**src/rtl/multicycle_control.sv**
```systemverilog
// Control FSM for the multicycle RV32I core: sequences FETCH/DECODE/execute steps
// and drives every datapath control input from the current state and the IR fields.
module multicycle_control #(
  parameter bit TRAP_ON_ILLEGAL = 1'b1
) (
  input  logic       clk,
  input  logic       reset,
  input  logic [6:0] opcode,
  input  logic [2:0] funct3,
  input  logic       funct7_b5,
  input  logic       zero,
  output logic       PCWrite,
  output logic       AdrSrc,
  output logic       MemWrite,
  output logic       IRWrite,
  output logic       RegWrite,
  output logic [1:0] ALUSrcA,
  output logic [1:0] ALUSrcB,
  output logic [2:0] ImmSel,
  output logic [3:0] ALUControl,
  output logic [1:0] ResultSrc,
  output logic       instr_done,
  output logic       illegal,
  output logic [3:0] state
);

  // state    | meaning
  // FETCH    | read instruction at PC, PC <= PC+4
  // DECODE   | ALUOut <= OldPC + imm (branch/jump target)
  // MEMADR   | ALUOut <= rs1 + imm
  // MEMREAD  | read data memory at ALUOut
  // MEMWB    | rd <= Data
  // MEMWRITE | write rs2 to data memory at ALUOut
  // EXEC_R   | ALUOut <= rs1 op rs2
  // EXEC_I   | ALUOut <= rs1 op imm
  // ALUWB    | rd <= ALUOut
  // BRANCH   | compare rs1/rs2, PC <= ALUOut when taken
  // JAL      | PC <= ALUOut, ALUOut <= OldPC+4
  // LUI      | ALUOut <= U-immediate
  // TRAP     | halted on an unsupported opcode until reset
  typedef enum logic [3:0] {
    S_FETCH    = 4'd0,
    S_DECODE   = 4'd1,
    S_MEMADR   = 4'd2,
    S_MEMREAD  = 4'd3,
    S_MEMWB    = 4'd4,
    S_MEMWRITE = 4'd5,
    S_EXEC_R   = 4'd6,
    S_EXEC_I   = 4'd7,
    S_ALUWB    = 4'd8,
    S_BRANCH   = 4'd9,
    S_JAL      = 4'd10,
    S_LUI      = 4'd11,
    S_TRAP     = 4'd12
  } state_t;

  localparam logic [6:0] OP_LW  = 7'b0000011;
  localparam logic [6:0] OP_SW  = 7'b0100011;
  localparam logic [6:0] OP_R   = 7'b0110011;
  localparam logic [6:0] OP_I   = 7'b0010011;
  localparam logic [6:0] OP_BR  = 7'b1100011;
  localparam logic [6:0] OP_JAL = 7'b1101111;
  localparam logic [6:0] OP_LUI = 7'b0110111;

  localparam logic [3:0] ALU_ADD = 4'd0, ALU_SUB = 4'd1, ALU_AND = 4'd2, ALU_OR = 4'd3;
  localparam logic [3:0] ALU_XOR = 4'd4, ALU_SLL = 4'd5, ALU_SRL = 4'd6, ALU_SRA = 4'd7;
  localparam logic [3:0] ALU_SLT = 4'd8, ALU_SLTU = 4'd9, ALU_PASSB = 4'd10;

  localparam logic [2:0] IMM_I = 3'd0, IMM_S = 3'd1, IMM_B = 3'd2, IMM_U = 3'd3, IMM_J = 3'd4;

  state_t state_q, state_d;
  logic   pc_write_c, mem_write_c, ir_write_c, reg_write_c, done_c, illegal_c;

  // funct7_b5 only turns ADD into SUB for register-register ops; SRA/SRAI always honour it
  function automatic logic [3:0] alu_decode(input logic [2:0] f3, input logic b5, input logic is_r);
    case (f3)
      3'b000:  alu_decode = (is_r && b5) ? ALU_SUB : ALU_ADD;
      3'b001:  alu_decode = ALU_SLL;
      3'b010:  alu_decode = ALU_SLT;
      3'b011:  alu_decode = ALU_SLTU;
      3'b100:  alu_decode = ALU_XOR;
      3'b101:  alu_decode = b5 ? ALU_SRA : ALU_SRL;
      3'b110:  alu_decode = ALU_OR;
      default: alu_decode = ALU_AND;
    endcase
  endfunction

  always_ff @(posedge clk) begin
    if (reset) state_q <= S_FETCH;
    else       state_q <= state_d;
  end

  always_comb begin
    state_d     = state_q;
    pc_write_c  = 1'b0;
    mem_write_c = 1'b0;
    ir_write_c  = 1'b0;
    reg_write_c = 1'b0;
    done_c      = 1'b0;
    illegal_c   = 1'b0;
    AdrSrc      = 1'b0;
    ALUSrcA     = 2'd0;
    ALUSrcB     = 2'd0;
    ImmSel      = IMM_I;
    ALUControl  = ALU_ADD;
    ResultSrc   = 2'd0;
    case (state_q)
      S_FETCH: begin
        ir_write_c = 1'b1;
        pc_write_c = 1'b1;
        ALUSrcB    = 2'd2;
        ResultSrc  = 2'd2;
        state_d    = S_DECODE;
      end
      S_DECODE: begin
        ALUSrcA = 2'd1;
        ALUSrcB = 2'd1;
        if (opcode == OP_BR)       ImmSel = IMM_B;
        else if (opcode == OP_JAL) ImmSel = IMM_J;
        case (opcode)
          OP_LW, OP_SW: state_d = S_MEMADR;
          OP_R:         state_d = S_EXEC_R;
          OP_I:         state_d = S_EXEC_I;
          OP_BR:        state_d = S_BRANCH;
          OP_JAL:       state_d = S_JAL;
          OP_LUI:       state_d = S_LUI;
          default: begin
            if (TRAP_ON_ILLEGAL) begin
              state_d = S_TRAP;
            end else begin
              state_d = S_FETCH;
              done_c  = 1'b1;
            end
          end
        endcase
      end
      S_MEMADR: begin
        ALUSrcA = 2'd2;
        ALUSrcB = 2'd1;
        ImmSel  = (opcode == OP_SW) ? IMM_S : IMM_I;
        state_d = (opcode == OP_SW) ? S_MEMWRITE : S_MEMREAD;
      end
      S_MEMREAD: begin
        AdrSrc  = 1'b1;
        state_d = S_MEMWB;
      end
      S_MEMWB: begin
        ResultSrc   = 2'd1;
        reg_write_c = 1'b1;
        done_c      = 1'b1;
        state_d     = S_FETCH;
      end
      S_MEMWRITE: begin
        AdrSrc      = 1'b1;
        mem_write_c = 1'b1;
        done_c      = 1'b1;
        state_d     = S_FETCH;
      end
      S_EXEC_R: begin
        ALUSrcA    = 2'd2;
        ALUControl = alu_decode(funct3, funct7_b5, 1'b1);
        state_d    = S_ALUWB;
      end
      S_EXEC_I: begin
        ALUSrcA    = 2'd2;
        ALUSrcB    = 2'd1;
        ALUControl = alu_decode(funct3, funct7_b5, 1'b0);
        state_d    = S_ALUWB;
      end
      S_ALUWB: begin
        reg_write_c = 1'b1;
        done_c      = 1'b1;
        state_d     = S_FETCH;
      end
      S_BRANCH: begin
        ALUSrcA    = 2'd2;
        ALUControl = ALU_SUB;
        if (funct3 == 3'b000)      pc_write_c = zero;
        else if (funct3 == 3'b001) pc_write_c = ~zero;
        done_c  = 1'b1;
        state_d = S_FETCH;
      end
      S_JAL: begin
        ALUSrcA    = 2'd1;
        ALUSrcB    = 2'd2;
        pc_write_c = 1'b1;
        state_d    = S_ALUWB;
      end
      S_LUI: begin
        ALUSrcB    = 2'd1;
        ImmSel     = IMM_U;
        ALUControl = ALU_PASSB;
        state_d    = S_ALUWB;
      end
      S_TRAP: begin
        illegal_c = 1'b1;
      end
      default: state_d = S_FETCH;
    endcase
  end

  // Reset masks every side effect so an aborted instruction leaves no trace
  assign PCWrite    = pc_write_c  & ~reset;
  assign MemWrite   = mem_write_c & ~reset;
  assign IRWrite    = ir_write_c  & ~reset;
  assign RegWrite   = reg_write_c & ~reset;
  assign instr_done = done_c      & ~reset;
  assign illegal    = illegal_c   & ~reset;
  assign state      = state_q;

endmodule

```
**config.mk**
```make
export PLATFORM = sky130hd
export DESIGN_NAME = multicycle_control
export DESIGN_NICKNAME = d
export VERILOG_FILES = /design/src/rtl/multicycle_control.sv
export SDC_FILE = /design/constraint.sdc
export NUM_CORES = 1
export LEC_CHECK = 0
export BUFFER_PORTS_ARGS = -buffer_cell sky130_fd_sc_hd__buf_2
export CAP_MARGIN = 15
export CORE_MARGIN = 5
export CORE_UTILIZATION = 39
export DETAILED_ROUTE_END_ITERATION = 16
export PLACE_DENSITY_LB_ADDON = 0.25
export SYNTH_ARGS = -nofsm -noshare
export SYNTH_HDL_FRONTEND = slang
export SYNTH_SLANG_ARGS = --single-unit
```
**constraint.sdc**
```tcl
create_clock -name clk -period 1.2 [get_ports clk]
set_input_delay 0.12 -clock clk [delete_from_list [all_inputs] [get_ports clk]]
set_output_delay 0.12 -clock clk [all_outputs]
set_load 0.01 [all_outputs]
```
======== Word level (Yosys, flattened, before mapping) ========
Cells that the tools add are included.
storage, ports and cells
  output and inout port bits .............. 24
  register bits after elaboration ......... 4
  bits of input ports ..................... 14
  word-level logic and storage cells ...... 69
operators by class
  bitwise logic cells ..................... 8
  equality and inequality tests ........... 25
  mux-type cells .......................... 24
  reduce and logical (&&, ||, !) cells .... 11
operator list
  kind                                                                    count
  4-bit case mux with 7 select lines                                      2
  4-bit case mux with 6 select lines                                      2
  7-bit by 6-bit equality test with 1-bit output (second input constant)  3
  4-bit equality test (second input constant)                             5
  4-bit by 3-bit equality test with 1-bit output (second input constant)  4
  4-bit case mux with 4 select lines                                      1
  4-bit OR reduction                                                      4
  7-bit equality test (second input constant)                             2
  2-bit case mux with 2 select lines                                      3
  1-bit 2-to-1 mux                                                        11
  2-bit OR reduction                                                      5
  3-bit equality test (second input constant)                             3
  3-bit 2-to-1 mux                                                        3
  3-bit case mux with 3 select lines                                      1
  4-bit by 2-bit equality test with 1-bit output (second input constant)  2
  7-bit by 2-bit equality test with 1-bit output (second input constant)  1
  7-bit by 5-bit equality test with 1-bit output (second input constant)  1
  1-bit bitwise AND                                                       6
  3-bit by 2-bit equality test with 1-bit output (second input constant)  2
  4-bit by 1-bit equality test with 1-bit output (second input constant)  1
  4-bit zero test                                                         1
  3-bit by 1-bit equality test with 1-bit output (second input constant)  1
  3-bit zero test                                                         1
  1-bit NOT                                                               2
  1-bit case mux with 2 select lines                                      1

======== Longest topological paths before layout ========
Gate-level depths: netlist of run 1.
  word-level depth ........................ 5
  gate-level depth with buffers ........... 5
  mapped depth without buffers ............ 4

======== Worst setup path before layout of run 1 ========
OpenSTA, ideal clock, no wires.
  path type ............................... register to output
  from .................................... register state_q[1], in the netlist state[1]
  to ...................................... output port ALUSrcB[1]
  slack ................................... -0.246 ns
  stages on the path, launching flop included .. 5
  buffers on the path ..................... 2
  arrival ................................. 1.326 ns
  required time ........................... 1.080 ns
  path through ............................ dfxtp_1 -> buf_2 -> buf_1 -> nand2_1 -> a211oi_1
on the way
  longest elaborated chain between the ends .. 3
  elaborated cells between the ends (all ways) .. 9
ends and longest elaborated chain
  item                                                                          RTL line  source
  start, declared                                                               71        state_t state_q, state_d;
  start signal, assigned                                                        90        else state_q <= state_d;
  4-bit by 3-bit equality test with 1-bit output, or another cell as far along  107       case (state_q)
  4-bit OR reduction (no source line) or 2-bit OR reduction (tied branches)     -
  2-bit case mux with 2 select lines *                                          107
  end, declared                                                                 18        output logic [1:0] ALUSrcB,
Mark *: on every way between the ends. The rest lies on a longest branch, timed or not.

======== Worst setup path after layout of run 1 ========
  from .................................... register state_q[1], in the netlist state[1]
  to ...................................... output port ALUSrcB[0]
Same word-level chain as after synthesis.

==> summary.md, run 1 <==
| Metric | Value |
|---|---|
| Buffers on Ports | `37` |
| CTS clk-pin slew, worst paths | `0.04 ns` |
| CP startpoint kind | `flop` |
| Area grow syn2layout | `106%` |
| Core area | `0.00167 mm2` |
| Commonest cells post-synth | `nand2_1, nor2_1, a21oi_1` |
| Outcome | `finished, violations left` |
| Pleak | `0.000620 uW` |
| Fill cells | `112` |
| Max Buffers Root-to-Sink | `2` |
| Die X | `51.4 um` |
| Die height | `51.4 um` |
| Largest register FFs | `4` |
| Maxcap violations | `0` |
| Syn Std Cell Area | `667 um2` |
| Antenna cell count | `0` |
| Placement Cell Area | `0.00103 mm2` |
| Syn Nets | `121` |
| Grt total ovfl | `0` |
| CTS Sinks | `4` |
| Latest clock arrival within the worst-skew pair | `0.24 ns` |
| RSZ-0062 raised after global routing | `true` |
| Fin worst setup slack | `-0.268 ns` |
| Final setup vio count | `22` |
| Synth area leaders | `dfxtp_1, a21oi_1, nand2_1` |
| Max FO, Critical Path | `7` |
| Slowest stage delay, CP | `0.39 ns` |
| YS warnings | `0` |
| Area share of the largest cell type after synthesis | `0.120` |
| Final Non-Filler Cells | `184` |
| First-pass GRT wire length | `4510 um` |
| Dpl hpwl | `1920 um` |
| Worst hold path type | `in -> reg` |
| Fraction of layout cells with a size suffix above 1 | `0.677` |
| CTS tree | `built` |
| Drt total wl | `3120 um` |
| Pwr Density | `1080 mW/mm2` |
| Via density | `5.97` |
| RD Place Congestion | `0.797` |
| Minimum clock period | `1.47 ns` |
| IO Count | `38` |
| CP Cell Sequence | `buf_8, nor2_1, a21oi_2, o22ai_1, buf_2` |
| Worst path top cell family by delay | `flip-flops` |
| Slew @ Worst Pin | `0.357 ns` |
| CP Buf/Inv Count | `2` |
| IR drop worst, VDD | `924 uV` |
| Slew HR | `0.762` |
| # rows | `15` |
| CP endpoint kind | `output port` |
| Fin. Hold Viols | `0` |
| Initial DRC Count | `32` |
| Worst path arrival time | `1.35 ns` |
| Full die area | `0.00264 mm2` |
| H-tree Lvls | `1` |
| Post-synthesis sequential area ratio | `0.120` |
| Final instance area | `0.00137 mm2` |
| F_max | `681 MHz` |
| Drt pass-1 iters | `4` |
| Largest net degree at the start of global routing | `11` |
| CTS root buf | `clkbuf_4` |
| Detail-routed net length per standard cell | `17.0 um` |
| Vias in the first global route | `1021` |
| Residual DRC | `0` |
| Violated checks | `setup timing` |
| Crit-path slowest cell | `dfxtp_4` |
| Setup Skew | `0.00362 ns` |
| Syn_area_per_cell | `6.23 um2` |
| Worst EP required | `1.08 ns` |
| FF+latch count, synth | `4` |
| Vias after detailed routing | `1098` |
| CP Class | `reg -> out` |
| Antenna viol nets, final | `0` |
| # placed instances | `172` |
| Area leader, netlist | `dfxtp_1` |
| Main synth FF type | `dfxtp_1` |
| Post-Synthesis Cells | `107` |
| Number of flops mapped to enable cells by yosys | `0` |
| GRT Util Overall | `0.221` |
| Max-slew violation count | `0` |
| CTS Buf Count | `3` |
| Crit share post-route | `1.22` |
| Cell variety after synth | `40` |
| Initial core utilization | `0.399` |
| Power, Total | `1480 uW` |
| Post-synth ARST share | `0` |
| Nets@finish | `183` |
| Hold buffers post-CTS | `0` |
| Antenna violations before repair | `0` |
-- where the power goes --
group	switching, uW	internal [uW]	total, uW
sequential	78.0	167	245
clock	62.7	112	175
combinational	561	501	1060
total	702	780	1480
-- per-stage QoR --
step	TNS, ns	setup slack (ns)	hold slack (ns)	util
floorplan	0	0.00556	0.185	-
global placement	-0.0795	-0.0318	0.466	0.617
detailed placement	-0.319	-0.0848	0.469	0.617
CTS	-2.33	-0.170	0.219	0.730
global route	-4.49	-0.337	0.257	0.822
finish	-3.08	-0.268	0.259	0.822
-- logic make-up (layout without fill, tap and decap cells) --
group / Yosys count / count (layout) / share of synthesized area
AND/OR/NAND/NOR: 60 / 60 / 0.495
AO/OA/AOI/OAI: 28 / 28 / 0.265
buffers and inverters: 12 / 72 / 0.0807
flip-flops: 4 / 4 / 0.120
XOR/XNOR: 3 / 3 / 0.0394
-- tightest hold or removal path: cells and delay by family --
kind,cells,cell delay [ns]
compound gates,1,0.06
buf+inv,2,0.27
-- repair_timing --
action                     4_1_cts  5_1_grt
gates cloned                     0        0
pin swaps                       12       12
setup endpoints to repair       23       23
buffers inserted                 5        4
resized for setup               35       30
-- area by class of cell --
class                      count  area (um2)  area share
tap                           17        21.3      0.0155
sequential                     4        95.1      0.0693
multi-input combinational     91         771       0.562
clock buffer                   3        22.5      0.0164
inverter                       4        20.0      0.0146
timing repair buffer          65         443       0.323
-- layout by cell type, fill, tap and decap left out, drive strengths merged, types with 2 or more instances in the layout --
| cell type | synthesis | final |
|---|---|---|
| nor3 | 8 | 8 |
| xor2 | 2 | 2 |
| nand2 | 13 | 13 |
| or3b | 2 | 2 |
| clkbuf | 1 | 3 |
| nand3b | 2 | 2 |
| o21ai | 2 | 2 |
| o22ai | 4 | 4 |
| nor4 | 2 | 2 |
| dfxtp | 4 | 4 |
| nor3b | 2 | 2 |
| inv | 4 | 4 |
| and4b | 2 | 2 |
| nor2b | 2 | 2 |
| a21oi | 12 | 12 |
| nand4 | 3 | 3 |
| buf | 7 | 65 |
| nor2 | 13 | 13 |
| a211oi | 2 | 2 |
| nand2b | 3 | 3 |
| nand3 | 2 | 2 |
-- layer usage --
metal  routed length [um]  global-route usage  share of wire  vias up
li1                     -                   -              -      520
met1                 1080               0.240           0.34      518
met5                    0                   0              0        -
met3                  249              0.0233          0.080        8
met2                 1720               0.429           0.55       52
met4                   72              0.0873          0.023        0
-- path summary, 6_finish.rpt --
path              cells past startpoint  slack (ns)      from    endpoint
setup / recovery                      5       -0.27  state[1]  ALUSrcB[0]
hold / removal                        3        0.26     reset    state[3]
hold reg to reg                       3        0.69  state[1]    state[1]
setup reg to reg                      4       -0.12  state[1]    state[3]
Power figures use the tool's default switching activity.
==> inputs of run 2 (changes only) <==
--- a/config.mk
+++ b/config.mk
@@ -5,10 +5,11 @@
 export SDC_FILE = /design/constraint.sdc
 export NUM_CORES = 1
 export LEC_CHECK = 0
+export ABC_AREA = 1
 export BUFFER_PORTS_ARGS = -buffer_cell sky130_fd_sc_hd__buf_2
 export CAP_MARGIN = 15
 export CORE_MARGIN = 5
-export CORE_UTILIZATION = 39
+export CORE_UTILIZATION = 37
 export DETAILED_ROUTE_END_ITERATION = 16
 export PLACE_DENSITY_LB_ADDON = 0.25
 export SYNTH_ARGS = -nofsm -noshare
==> summary.md, run 2 <==
| Metric | Value |
|---|---|
| Outcome | `finished, violations left` |
| Violated checks | `setup timing` |
| Area share of the largest cell type after synthesis | `0.188` |
| Hold EP | `state[1]` |
| Hold Path Cell Cnt | `2` |
| Max-slew violation count | `0` |
| Minimum clock period | `1.50 ns` |
| Antenna cell count | `0` |
| CP Class | `reg -> out` |
| Most Crowded Layer GR | `met2` |
| Pint | `1270 uW` |
| F_max | `668 MHz` |
| Syn Std Cell Area | `578 um2` |
| Residual DRC | `0` |
| Synth area leaders | `nand2_1, nor2_1, dfxtp_1` |
| Slew HR | `0.863` |
| Crit Reg-Reg Startpoint | `state[1]` |
| Drt pass-1 iters | `5` |
| Pwr Density | `2010 mW/mm2` |
| IR drop worst, VDD | `1690 uV` |
| Full die area | `0.00245 mm2` |
| Reg power frac | `0.122` |
| GRT Util Overall | `0.202` |
| YS warnings | `0` |
| Final Non-Filler Cells | `189` |
| Post-Synthesis Cells | `111` |
| First-pass GRT wire length | `3970 um` |
| Largest net degree at the start of global routing | `8` |
| RR Endpoint | `state[2]` |
| Fraction of layout cells with a size suffix above 1 | `0.630` |
| CTS clk-pin slew, worst paths | `0.03 ns` |
| Antenna viol nets, final | `0` |
| CP endpoint kind | `output port` |
| Buffers on Ports | `37` |
| Commonest cells post-synth | `nand2_1, nor2_1, inv_1` |
| Slowest stage delay, CP | `0.36 ns` |
| Psw | `1150 uW` |
| Post-synthesis sequential area ratio | `0.139` |
| IO Count | `38` |
| Latest clock arrival within the worst-skew pair | `0.23 ns` |
| # rows | `14` |
| Slew @ Worst Pin | `0.205 ns` |
| Net Sw Frac | `0.474` |
| Worst hold path type | `in -> reg` |
| CTS tree | `built` |
| Max FO, Critical Path | `5` |
| CTS Sinks | `4` |
| CP Cell Sequence | `buf_4, nand2_2, nor2_1, inv_2, o2111ai_2, buf_2` |
| Syn_area_per_cell | `5.21 um2` |
| Fin. Hold Viols | `0` |
| Syn Nets | `125` |
| Via density | `5.76` |
| Post-synth ARST share | `0` |
| Max Buffers Root-to-Sink | `2` |
| CP startpoint kind | `flop` |
| Cell variety after synth | `23` |
| Final design utilization | `0.806` |
| Antenna violations before repair | `0` |
| RSZ-0062 raised after global routing | `true` |
| CTS Buf Count | `3` |
| FF+latch count, synth | `4` |
| Vias in the first global route | `913` |
| Fill cells | `94` |
| CTS root buf | `clkbuf_4` |
| Vias after detailed routing | `1089` |
| Crit share post-route | `1.25` |
| Main synth FF type | `dfxtp_1` |
| Largest register FFs | `4` |
| Maxcap violations | `0` |
| Setup Skew | `0.000702 ns` |
| Most frequent cells in the layout | `buf_2, nand2_1, nor2_1` |
| Initial DRC Count | `51` |
| Grt total ovfl | `0` |
| Fin worst setup slack | `-0.297 ns` |
| GR Util met2 | `0.352` |
| Initial core utilization | `0.388` |
| Final setup vio count | `22` |
| Worst R2R Setup Slack | `-0.09 ns` |
| H-tree Lvls | `1` |
| Clk pwr share | `0.065` |
| RD Place Congestion | `0.810` |
| Pleak | `0.000663 uW` |
| Dpl hpwl | `1460 um` |
| Power, Total | `2420 uW` |
| Core area | `0.00149 mm2` |
| # placed instances | `165` |
| Worst hold slack | `0.148 ns` |
| Comb pwr share | `0.814` |
| Nets@finish | `189` |
| Detail-routed net length per standard cell | `17.2 um` |
| Drt total wl | `3250 um` |
| Worst EP required | `1.08 ns` |
| Crit-path slowest cell | `dfxtp_4` |
| Met3 usage | `0.0633` |
| Die height | `49.5 um` |
| Worst path arrival time | `1.38 ns` |
| Die X | `49.5 um` |
| Hold Crit Start | `reset` |
| Number of flops mapped to enable cells by yosys | `0` |
| Cell count of the worst reg-to-reg path | `10` |
| Area leader, netlist | `nand2_1` |
| Dpl ws | `-0.00673 ns` |
| Most used standard cell by instance count after synthesis | `nand2_1` |
| GR Util met1 | `0.204` |
| Commonest non-fill, non-tap cell in the layout | `buf_2` |
| Area grow syn2layout | `108%` |
run 2: cell count changes after synthesis, moves of 5 or more:
cell and change:
a21oi_1 -10, inv_1 +12, inv_2 +5, nand2_1 +16, nor2_1 +12, nor3_1 -6
run 2: logic make-up (layout without fill, tap and decap cells):
logic type,Yosys count,in the layout,share of synthesized area
simple gates,70,70,0.539
flops,4,4,0.139
buf+inv,21,83,0.136
compound gates,15,15,0.171
xor+xnor,1,1,0.0152
run 2: per-stage QoR:
stage | TNS [ns] | area (um2)
2_1_floorplan | 0 | 582
3_3_place_gp | 0 | 795
3_5_place_dp | -0.0113 | 795
4_1_cts | -2.60 | 1010
5_1_grt | -5.33 | 1200
6_report | -4.07 | 1200
run 2: layout make-up:
class	instances	area [um2]	share of cell area
multi-input combinational	86	552	0.460
timing repair buffer	59	419	0.349
sequential	4	95.1	0.0792
inverter	21	91.3	0.0761
clock buffer	3	22.5	0.0188
tap	16	20.0	0.0167
run 2: worst max path at each step:
stage,startpoint,endpoint,slack (ns),depth (start not counted)
after global routing,state[0],ALUSrcB[0],-0.35,6
after detailed placement,state[2],ALUControl[3],-0.007,7
after floorplan,state[3],PCWrite,0.06,5
after global placement,state[2],ALUControl[3],0.009,7
after CTS,state[2],ALUControl[3],-0.20,7
final,state[0],ALUSrcB[0],-0.30,6
run 2: per-layer routing:
| layer | part of all wire | wire (um) | vias up |
|---|---|---|---|
| li1 | - | - | 479 |
| met5 | 0 | 0 | - |
| met2 | 0.46 | 1510 | 97 |
| met4 | 0.072 | 235 | 0 |
| met3 | 0.11 | 361 | 34 |
| met1 | 0.35 | 1150 | 479 |
run 2: timing repair:
item / CTS / global route
setup buffers: 14 / 9
hold buffers: 0 / 0
resized for setup: 32 / 36
pin swaps: 13 / 10
endpoints found under the setup margin: 19 / 22
run 2: critical path: cells and delay by family (launching register included):
kind	cells	cell delay, ns
flip-flops	1	0.36
buffers and inverters	3	0.44
AND/OR/NAND/NOR	2	0.22
AO/OA/AOI/OAI	1	0.14
run 2: power groups by stage:
stage	clock (uW)	combinational (uW)	sequential, uW
floorplan	0	515	266
global placement	0	875	252
detailed placement	0	873	256
CTS	162	1280	275
global route	180	2070	297
finish	156	1970	294
